### config.mk
export PLATFORM = sky130hd
export DESIGN_NAME = tdr_bank
export DESIGN_NICKNAME = d
export VERILOG_FILES = /design/src/rtl/tdr_pkg.sv /design/src/rtl/tdr_channel.sv /design/src/rtl/tdr_bank.sv
export SDC_FILE = /design/constraint.sdc
export NUM_CORES = 1
export LEC_CHECK = 0
export CAP_MARGIN = 20
export CORE_ASPECT_RATIO = 1.25
export CORE_UTILIZATION = 50
export CTS_BUF_LIST = sky130_fd_sc_hd__clkbuf_8
export DETAILED_ROUTE_END_ITERATION = 10
export PLACE_DENSITY_LB_ADDON = 0.2
export SYNTH_ARGS = -nofsm -noshare
export SYNTH_HDL_FRONTEND = slang
export SYNTH_SLANG_ARGS = --single-unit
### constraint.sdc
create_clock -name TCLK -period 5.11 [get_ports TCLK]
set_clock_uncertainty 0.05 [all_clocks]
set_input_delay 0.7665 -clock TCLK [delete_from_list [all_inputs] [get_ports TCLK]]
set_output_delay 0.7665 -clock TCLK [all_outputs]
set_load 0.01 [all_outputs]
### src/rtl/tdr_pkg.sv
// tdr_pkg: shared helpers for the test data register bank.
//   chanIdxW : width of a channel index for a bank of n channels (min 1)
//   inRange  : instruction-code window decode
//   laneLsb  : LSB position of lane idx in a flattened NUM_TDR*WIDTH bus
//   chanCtrl_t : per-channel control strobes driven by the bank decoder
package tdr_pkg;

  function automatic int chanIdxW(input int n);
    return (n <= 1) ? 1 : $clog2(n);
  endfunction

  function automatic logic inRange(input int code, input int base, input int num);
    return (code >= base) && (code < base + num);
  endfunction

  function automatic int laneLsb(input int idx, input int width);
    return idx * width;
  endfunction

  typedef struct packed {
    logic upd;     // UpdateDR addressed to this channel
    logic ack;     // consumer acknowledge
    logic clrOvr;  // capture addressed to this channel (clears overrun)
  } chanCtrl_t;

endpackage

### src/rtl/tdr_channel.sv
// tdr_channel: one parallel data register with its update handshake.
//   TCLK, TRESET : test clock, async active-high reset
//   ctrl         : update / ack / overrun-clear strobes from the bank decoder
//   din          : shared shift register contents
//   par          : parallel register, loaded on ctrl.upd
//   valid        : update pending for the consumer
//   overrun      : sticky, an update landed while the previous was unacked
module tdr_channel
  import tdr_pkg::*;
#(
  parameter int               WIDTH     = 17,
  parameter logic [WIDTH-1:0] RESET_VAL = '0
) (
  input  logic             TCLK,
  input  logic             TRESET,
  input  chanCtrl_t        ctrl,
  input  logic [WIDTH-1:0] din,
  output logic [WIDTH-1:0] par,
  output logic             valid,
  output logic             overrun
);

  // An ack on the same edge as a new update retires the old one, so it
  // is not an overrun.
  logic ovrSet;
  assign ovrSet = ctrl.upd & valid & ~ctrl.ack;

  always_ff @(posedge TCLK or posedge TRESET) begin
    if (TRESET) begin
      par     <= RESET_VAL;
      valid   <= 1'b0;
      overrun <= 1'b0;
    end else begin
      if (ctrl.upd) begin
        par   <= din;
        valid <= 1'b1;
      end else if (ctrl.ack && valid) begin
        valid <= 1'b0;
      end
      // set has priority over clear
      if (ovrSet)           overrun <= 1'b1;
      else if (ctrl.clrOvr) overrun <= 1'b0;
    end
  end

endmodule

### src/rtl/tdr_bank.sv
// tdr_bank: bank of NUM_TDR JTAG data registers on one serial shift path.
//   TCLK, TRESET                  : test clock, async active-high reset
//   CaptureDR, ShiftDR, UpdateDR  : TAP state strobes
//   IR                            : current instruction code
//   SI / SO                       : serial in / out (LSB first)
//   Selected                      : IR falls in BASE_ADDR..BASE_ADDR+NUM_TDR-1
//   CaptureData / UpdateData      : per-channel words, lane i at [i*WIDTH +: WIDTH]
//   UpdateValid / UpdateAck       : per-channel update handshake
//   Overrun                       : per-channel sticky overrun flag
module tdr_bank
  import tdr_pkg::*;
#(
  parameter int               WIDTH     = 17,
  parameter int               NUM_TDR   = 4,
  parameter int               IR_W      = 8,
  parameter int               BASE_ADDR = 45,
  parameter logic [WIDTH-1:0] RESET_VAL = '0
) (
  input  logic                       TCLK,
  input  logic                       TRESET,
  input  logic                       CaptureDR,
  input  logic                       ShiftDR,
  input  logic                       UpdateDR,
  input  logic [IR_W-1:0]            IR,
  input  logic                       SI,
  output logic                       SO,
  output logic                       Selected,
  input  logic [NUM_TDR*WIDTH-1:0]   CaptureData,
  output logic [NUM_TDR*WIDTH-1:0]   UpdateData,
  output logic [NUM_TDR-1:0]         UpdateValid,
  input  logic [NUM_TDR-1:0]         UpdateAck,
  output logic [NUM_TDR-1:0]         Overrun
);

  localparam int SEL_W = chanIdxW(NUM_TDR);

  logic [SEL_W-1:0] sel;
  logic [WIDTH-1:0] sr;
  logic [WIDTH-1:0] capWord;

  assign Selected = inRange(int'(IR), BASE_ADDR, NUM_TDR);
  // Only meaningful while Selected; out-of-window codes alias but are gated.
  assign sel      = SEL_W'(int'(IR) - BASE_ADDR);

  always_comb begin
    capWord = '0;
    for (int i = 0; i < NUM_TDR; i++)
      if (sel == SEL_W'(i)) capWord = CaptureData[laneLsb(i, WIDTH) +: WIDTH];
  end

  // Shared shift register; shift beats capture. Channels sample sr before
  // this edge's shift/capture.
  always_ff @(posedge TCLK or posedge TRESET) begin
    if (TRESET)                     sr <= '0;
    else if (Selected && ShiftDR)   sr <= {SI, sr[WIDTH-1:1]};
    else if (Selected && CaptureDR) sr <= capWord;
  end

  assign SO = Selected & sr[0];

  for (genvar g = 0; g < NUM_TDR; g++) begin : gChan
    logic      hit;
    chanCtrl_t ctrl;

    assign hit  = Selected && (sel == SEL_W'(g));
    assign ctrl = '{upd:    hit & UpdateDR,
                    ack:    UpdateAck[g],
                    clrOvr: hit & CaptureDR & ~ShiftDR};

    tdr_channel #(
      .WIDTH     (WIDTH),
      .RESET_VAL (RESET_VAL)
    ) uChan (
      .TCLK    (TCLK),
      .TRESET  (TRESET),
      .ctrl    (ctrl),
      .din     (sr),
      .par     (UpdateData[laneLsb(g, WIDTH) +: WIDTH]),
      .valid   (UpdateValid[g]),
      .overrun (Overrun[g])
    );
  end

endmodule

==> results of run 1 <==
-- final timing paths --
kind | to | slack [ns] | cells past startpoint
min in group asynchronous | gChan[2].uChan.par[11] | 0.75 | 2
max in group asynchronous | sr[14] | 3.23 | 3
max reg2reg | gChan[3].uChan.par[3] | 4.13 | 1
max | SO | 1.33 | 6
min | gChan[3].uChan.par[2] | 0.44 | 1
min reg2reg | gChan[3].uChan.par[2] | 0.44 | 1
-- power by group through the flow --
stage	Clock, mW	Sequential, mW	Combinational [mW]
after floorplan	0	0.859	0.117
after global placement	0	0.879	0.245
after detailed placement	0	0.884	0.253
after CTS	0.616	0.870	0.254
after global routing	0.646	0.879	0.274
final	0.607	0.870	0.253
-- layout by cell type, fill, tap and decap left out, drive strengths merged, types with 4 or more instances in the layout --
master	instances
clkdlybuf4s50	163
dfrtp	93
mux2	68
nand4	21
mux4	17
a21oi	17
a31oi	17
o21ai	17
clkbuf	11
buf	7
and2	5
inv	4
-- state kept, by name, indices dropped and copies added, names as in the netlist --
signal	flops
gChan.uChan.overrun	4
gChan.uChan.par	68
gChan.uChan.valid	4
sr	17
-- stage by stage --
| stage | cells | cell area (µm²) | setup slack, ns |
|---|---|---|---|
| 3_3_place_gp | 572 | 6020 | 1.37 |
| 3_5_place_dp | 572 | 6020 | 1.32 |
| 2_1_floorplan | 317 | 4420 | 1.87 |
| 4_1_cts | 588 | 6280 | 1.32 |
| 6_report | 590 | 6320 | 1.33 |
| 5_1_grt | 590 | 6320 | 1.14 |
-- critical path, delay by kind of cell --
family	cells	cell delay, ns
buffers and inverters	3	1.14
and+or+nand+nor	2	0.50
AOI/OAI and AO/OA	1	0.54
-- per-layer routing --
layer / vias up / wire, µm / GRT usage, % / share of wire [%]
li1: 1485 / - / - / -
met1: 1634 / 4460 / 31.6 / 41
met2: 153 / 5550 / 40.7 / 51
met3: 25 / 719 / 5.93 / 6.5
met4: 0 / 256 / 11.0 / 2.3
met5: - / 0 / 0 / 0
-- area by class of cell --
class | instances | area share, %
clock inverter | 5 | 1.68
inverter | 4 | 0.277
tap | 120 | 2.37
timing repair buffer | 170 | 27.1
sequential | 93 | 36.8
multi-input combinational | 187 | 29.4
clock buffer | 11 | 2.39
-- cell families after synthesis --
group	share of synthesized area [%]
flip-flops	52.6
multiplexers	27.3
AO/OA/AOI/OAI	8.29
AND/OR/NAND/NOR	6.42
buffers and inverters	5.37
==> impl_results.md, run 1 <==
- Status: finished clean
- Pwr dens: around 270 mW/mm²
- Static Leak: 2.80 nW
- Crit Path Max Fanout: 23
- Max-cap violations: 0
- FP Rows: 38
- Crit-path cells: clkdlybuf4s50_1, buf_4, nor4_2, a22o_1, and3_1, clkdlybuf4s50_1
- Router iterations before antenna repair: 4
- Hold Path Origin: gChan[3].uChan.par[2]
- Number of DRC markers in iteration 0: between 150 and 200
- Clock share of power: 35.1%
- Longest Clk Path Bufs: 2
- Number of H-tree levels: 3
- Overall Power: approximately 1.7 mW
- Die Wd: between 80 and 90 µm
- Startpoint types: input pin
- WL/cell: ~19 µm
- Final Hold Vio Count: 0
- Mapped Area: approximately 0.0044 mm²
- EDFF count, synth: 0
- CP startpoint: IR[0]
- Relative slew margins: between 30% and 40%
- Area Overhead vs Synth: 42.9%
- Post-CTS Hold Fix Bufs: 0
- Yosys cell types: 35
- CP peak stage delay: roughly 0.54 ns
- Grt total ovfl: 0
- Core Region: a little under 0.009 mm²
- FFs w/ async S/R, synth: 100%
- Slew Limit Fails: 0
- Die height: 107 µm
- Crit Path Class: input pin to primary output
- Max Freq: ~260 MHz
- Vias in the first global route: 3340
- Switching power of the nets: ~0.43 mW
- Post-cts resize count: 0
- Post-synth top cells: 93 x dfrtp_1, 52 x mux2_1, 21 x nand4_1
- R2r startpoint: sr[3]
- Vias per cell: ~5.6
- Total Routing Usage GR: approximately a quarter
- Crit path DAT: 2.96 ns
- Crit path capture type: primary output
- Fin crit period: 3.78 ns
- Global-route wire length before repair: 17200 µm
- Leading area contributor after synthesis: dfrtp_1
- Final setup vio count: 0
- Sw Ratio: between 20% and 30%
- Area of the multi-input gates: around 0.0019 mm²
- Total routed wirelength: 11000 µm
- Clock transition at path regs: approximately 0.090 ns
- PortBufs: about 160
- Avg Inst Size Synth: approximately 14 µm²
- Worst-skew pair later-pin latency: ~0.36 ns
- Initial antenna violation count: 0
- Gate count of the mapped netlist: 317
- Synth area leaders: dfrtp_1 53%, mux2_1 13%, mux4_2 8.7%
- Vias: roughly 3300
- Top Ports: 164
- GPL Wtd Cong: slightly above 0.8
- Filler cells: 620
- P_int: 1.30 mW
- Setup_tns: 0 ns
- CTS tree: built
- Worst-margin pin slew: just over 1 ns
- Clock Root Buffer: clkbuf_8
- Final Util: between 70% and 80%
- Setup Buffers After CTS: 0
- Initial Util: 51.1%
- HP Class: register to register
- Cell with the most instances after synthesis: dfrtp_1
- Pin count of the biggest net entering global routing: 51
- Die area: 0.00923 mm²
- Post-DRT Antenna Nets: 0
- Remaining DRCs: 0
- Final net count: between 500 and 600
- Crit share post-route: between 70% and 80%
- Yosys reg bits: 93
- Hpwl dp: just over 8000 µm
- Synth warn: 0
- Worst hold slack: between 0.4 and 0.5 ns
- RSZ-0062 raised after global routing: false
- Number of clock sinks: 93
- Critical path required time: between 4 and 5 ns
- Combinational group share of total power: ~15%
- # diodes: 0
- Register area: between 0.002 and 0.0025 mm²
- Peak VDD IR: 0.000179 V
- Sequential cell area fraction in the yosys report: 52.6%
- Critical-path top delay cell: a22o_1
- Yosys top cell area share: between 50% and 60%
- Syn Nets: 403
- CTS buffer count: 9
- Layout cells sized above 1: 13.2%
- Seq pwr share: about half
- CP dominant cell by count: clkdlybuf4s50_1
- Top_reg_cell synth: dfrtp_1
No activity file was read; power rests on OpenSTA's default activity.
==> run 2: changes to the inputs <==
--- a/config.mk
+++ b/config.mk
@@ -7,7 +7,7 @@
 export LEC_CHECK = 0
 export CAP_MARGIN = 20
 export CORE_ASPECT_RATIO = 1.25
-export CORE_UTILIZATION = 50
+export CORE_UTILIZATION = 46
 export CTS_BUF_LIST = sky130_fd_sc_hd__clkbuf_8
 export DETAILED_ROUTE_END_ITERATION = 10
 export PLACE_DENSITY_LB_ADDON = 0.2
==> constraint.sdc (replaced) <==
create_clock -name TCLK -period 3.6 [get_ports TCLK]
set_clock_uncertainty 0.05 [all_clocks]
set_input_delay 0.54 -clock TCLK [delete_from_list [all_inputs] [get_ports TCLK]]
set_output_delay 0.54 -clock TCLK [all_outputs]
set_load 0.01 [all_outputs]
==> run 2 against run 1 <==
Net effect:
- via count up 0.30%
- sequential share of layout area up 0.38 points
- global-route usage down 2.0 points
- total power up 28%
- final cell count up 1.4%
- count of clock-buffer cells in the layout down 2
- non-clock buffer count up 5
- die area up 8.5%
- sequential power up 41%
- clock power up 1%
- critical path type unchanged
- combinational power up 42%
==> impl_results.md, run 2 (synthesis results as in run 1) <==
- Crit share post-route: between 80 and 90%
- Vias: about 3300
- CP peak stage delay: ~0.53 ns
- Total Routing Usage GR: 23.0%
- Post-CTS Hold Fix Bufs: 0
- Post-DRT Antenna Nets: 0
- FP Rows: 39
- Die area: approximately 0.010 mm²
- Pin count of the biggest net entering global routing: between 70 and 80
- Relative slew margins: a little over two fifths
- Place WS: 0.630 ns
- Peak VDD IR: around 0.00017 V
- Max-cap violations: 0
- Remaining DRCs: 0
- Setup_tns: 0 ns
- Status: finished clean
- Total routed wirelength: about 11000 µm
- PortBufs: between 150 and 200
- Post-cts resize count: 0
- Number of H-tree levels: 3
- Area of the multi-input gates: 0.00186 mm²
- Largest registers: gChan.uChan.par: 68 flops, sr: 17 flops
- Final net count: ~560
- Initial Util: 48.0%
- Crit path capture type: primary output
- Filler cells: around 680
- Area Overhead vs Synth: 41.5%
- Max FFs per register: 68
- Cell depth of the worst hold path: 1
- Crit Path Max Fanout: 3
- Register area: ~0.0023 mm²
- Most frequent cells in the layout: 163 x clkdlybuf4s50_1, 93 x dfrtp_1, 52 x mux2_1
- Final setup vio count: 0
- Crit-path cells: clkdlybuf4s50_1, nor4_2, a22o_1, and3_1, clkdlybuf4s50_1
- Global-route wire length before repair: 17800 µm
- Worst-skew pair later-pin latency: 0.35 ns
- Clock transition at path regs: 0.09 ns
- PnR worst setup slack: 0.646 ns
- Initial antenna violation count: 0
- Worst-margin pin slew: roughly 0.87 ns
- Most common cell after layout, fill and taps aside: clkdlybuf4s50_1
- Worst hold slack: 0.440 ns
- Pwr dens: 352 mW/mm²
- Max Freq: approximately 340 MHz
- Largest register by flop count: gChan.uChan.par
- Clock Root Buffer: clkbuf_8
- Crit path DAT: 2.36 ns
- FF-to-FF path depth: 1
- Vias in the first global route: about 3500
- CTS buffer count: 9
- Crit path buf inv count: 2
- Number of clock sinks: a little over 90
- Grt total ovfl: 0
- Crit Path Class: input pin to primary output
- # diodes: 0
- CP dominant cell by count: clkdlybuf4s50_1
- Die Wd: 89.7 µm
- Top Ports: 164
- WL/cell: 18.2 µm
- Startpoint types: input pin
- GPL Wtd Cong: between 0.7 and 0.8
- Number of DRC markers in iteration 0: 89
- Layout cells sized above 1: between 10% and 20%
- Final Util: 67.9%
- Static Leak: roughly 2.8 nW
- Die height: 112 µm
- Overall Power: between 2 and 2.5 mW
- Critical-path top delay cell: clkdlybuf4s50_1
- Router iterations before antenna repair: 4
- HP Class: register to register
- Longest Clk Path Bufs: 2
- CP top delay family: buffers and inverters
- RSZ-0062 raised after global routing: false
- Fin crit period: 2.95 ns
- Hpwl dp: about 8100 µm
- Setup Buffers After CTS: 0
- Stages on the worst setup path: 5
- Core Region: just over 0.009 mm²
- Final Hold Vio Count: 0
- Vias per cell: approximately 5.5
- Slew Limit Fails: 0
- CTS tree: built
- Critical path required time: roughly 3 ns
-- run 2: changes by cell type in the layout (fill, tap and decap cells not counted), sizes merged --
cell and change:
clkbuf -2, clkinv +3, inv +3, buf +5, clkinvlp -1, bufinv -3
-- run 2: worst paths after layout --
kind	startpoint	to	slack, ns
worst max-delay path	IR[3]	SO	0.65
worst min-delay path	gChan[3].uChan.par[1]	gChan[3].uChan.par[1]	0.44
worst max register to register	sr[10]	gChan[2].uChan.par[10]	2.64
worst min register to register	gChan[3].uChan.par[1]	gChan[3].uChan.par[1]	0.44
max in group asynchronous	TRESET	gChan[2].uChan.par[10]	2.11
min in group asynchronous	TRESET	gChan[0].uChan.par[9]	0.66
-- run 2: power breakdown --
group | leakage (nW) | total [mW] | switching, mW | internal (mW)
registers | 1.26 | 1.23 | 0.110 | 1.12
logic | 1.43 | 0.360 | 0.140 | 0.220
clock network | 0.0960 | 0.615 | 0.366 | 0.249
-- run 2: layer usage --
metal | share of wire (%) | track usage, % | vias to the layer above
met5 | 0 | 0 | -
met1 | 41 | 27.8 | 1648
li1 | - | - | 1498
met3 | 5.6 | 5.74 | 14
met4 | 1.3 | 6.34 | 0
met2 | 52 | 40.6 | 147
-- run 2: layout make-up --
type                    count  area share, %
clock buffers               9           1.98
inverters                   4          0.280
well taps                 123           2.46
repair buffers            175           27.7
flip-flops and latches     93           37.2
clock inverters             7          0.700
multi-input cells         187           29.7
-- run 2: through the flow --
| stage | std cells | cell area (µm²) |
|---|---|---|
| 6_report | 598 | 6260 |
| 5_1_grt | 598 | 6260 |
| 4_1_cts | 598 | 6260 |
| 3_5_place_dp | 582 | 6090 |
| 3_3_place_gp | 582 | 6090 |
| 2_1_floorplan | 317 | 4420 |
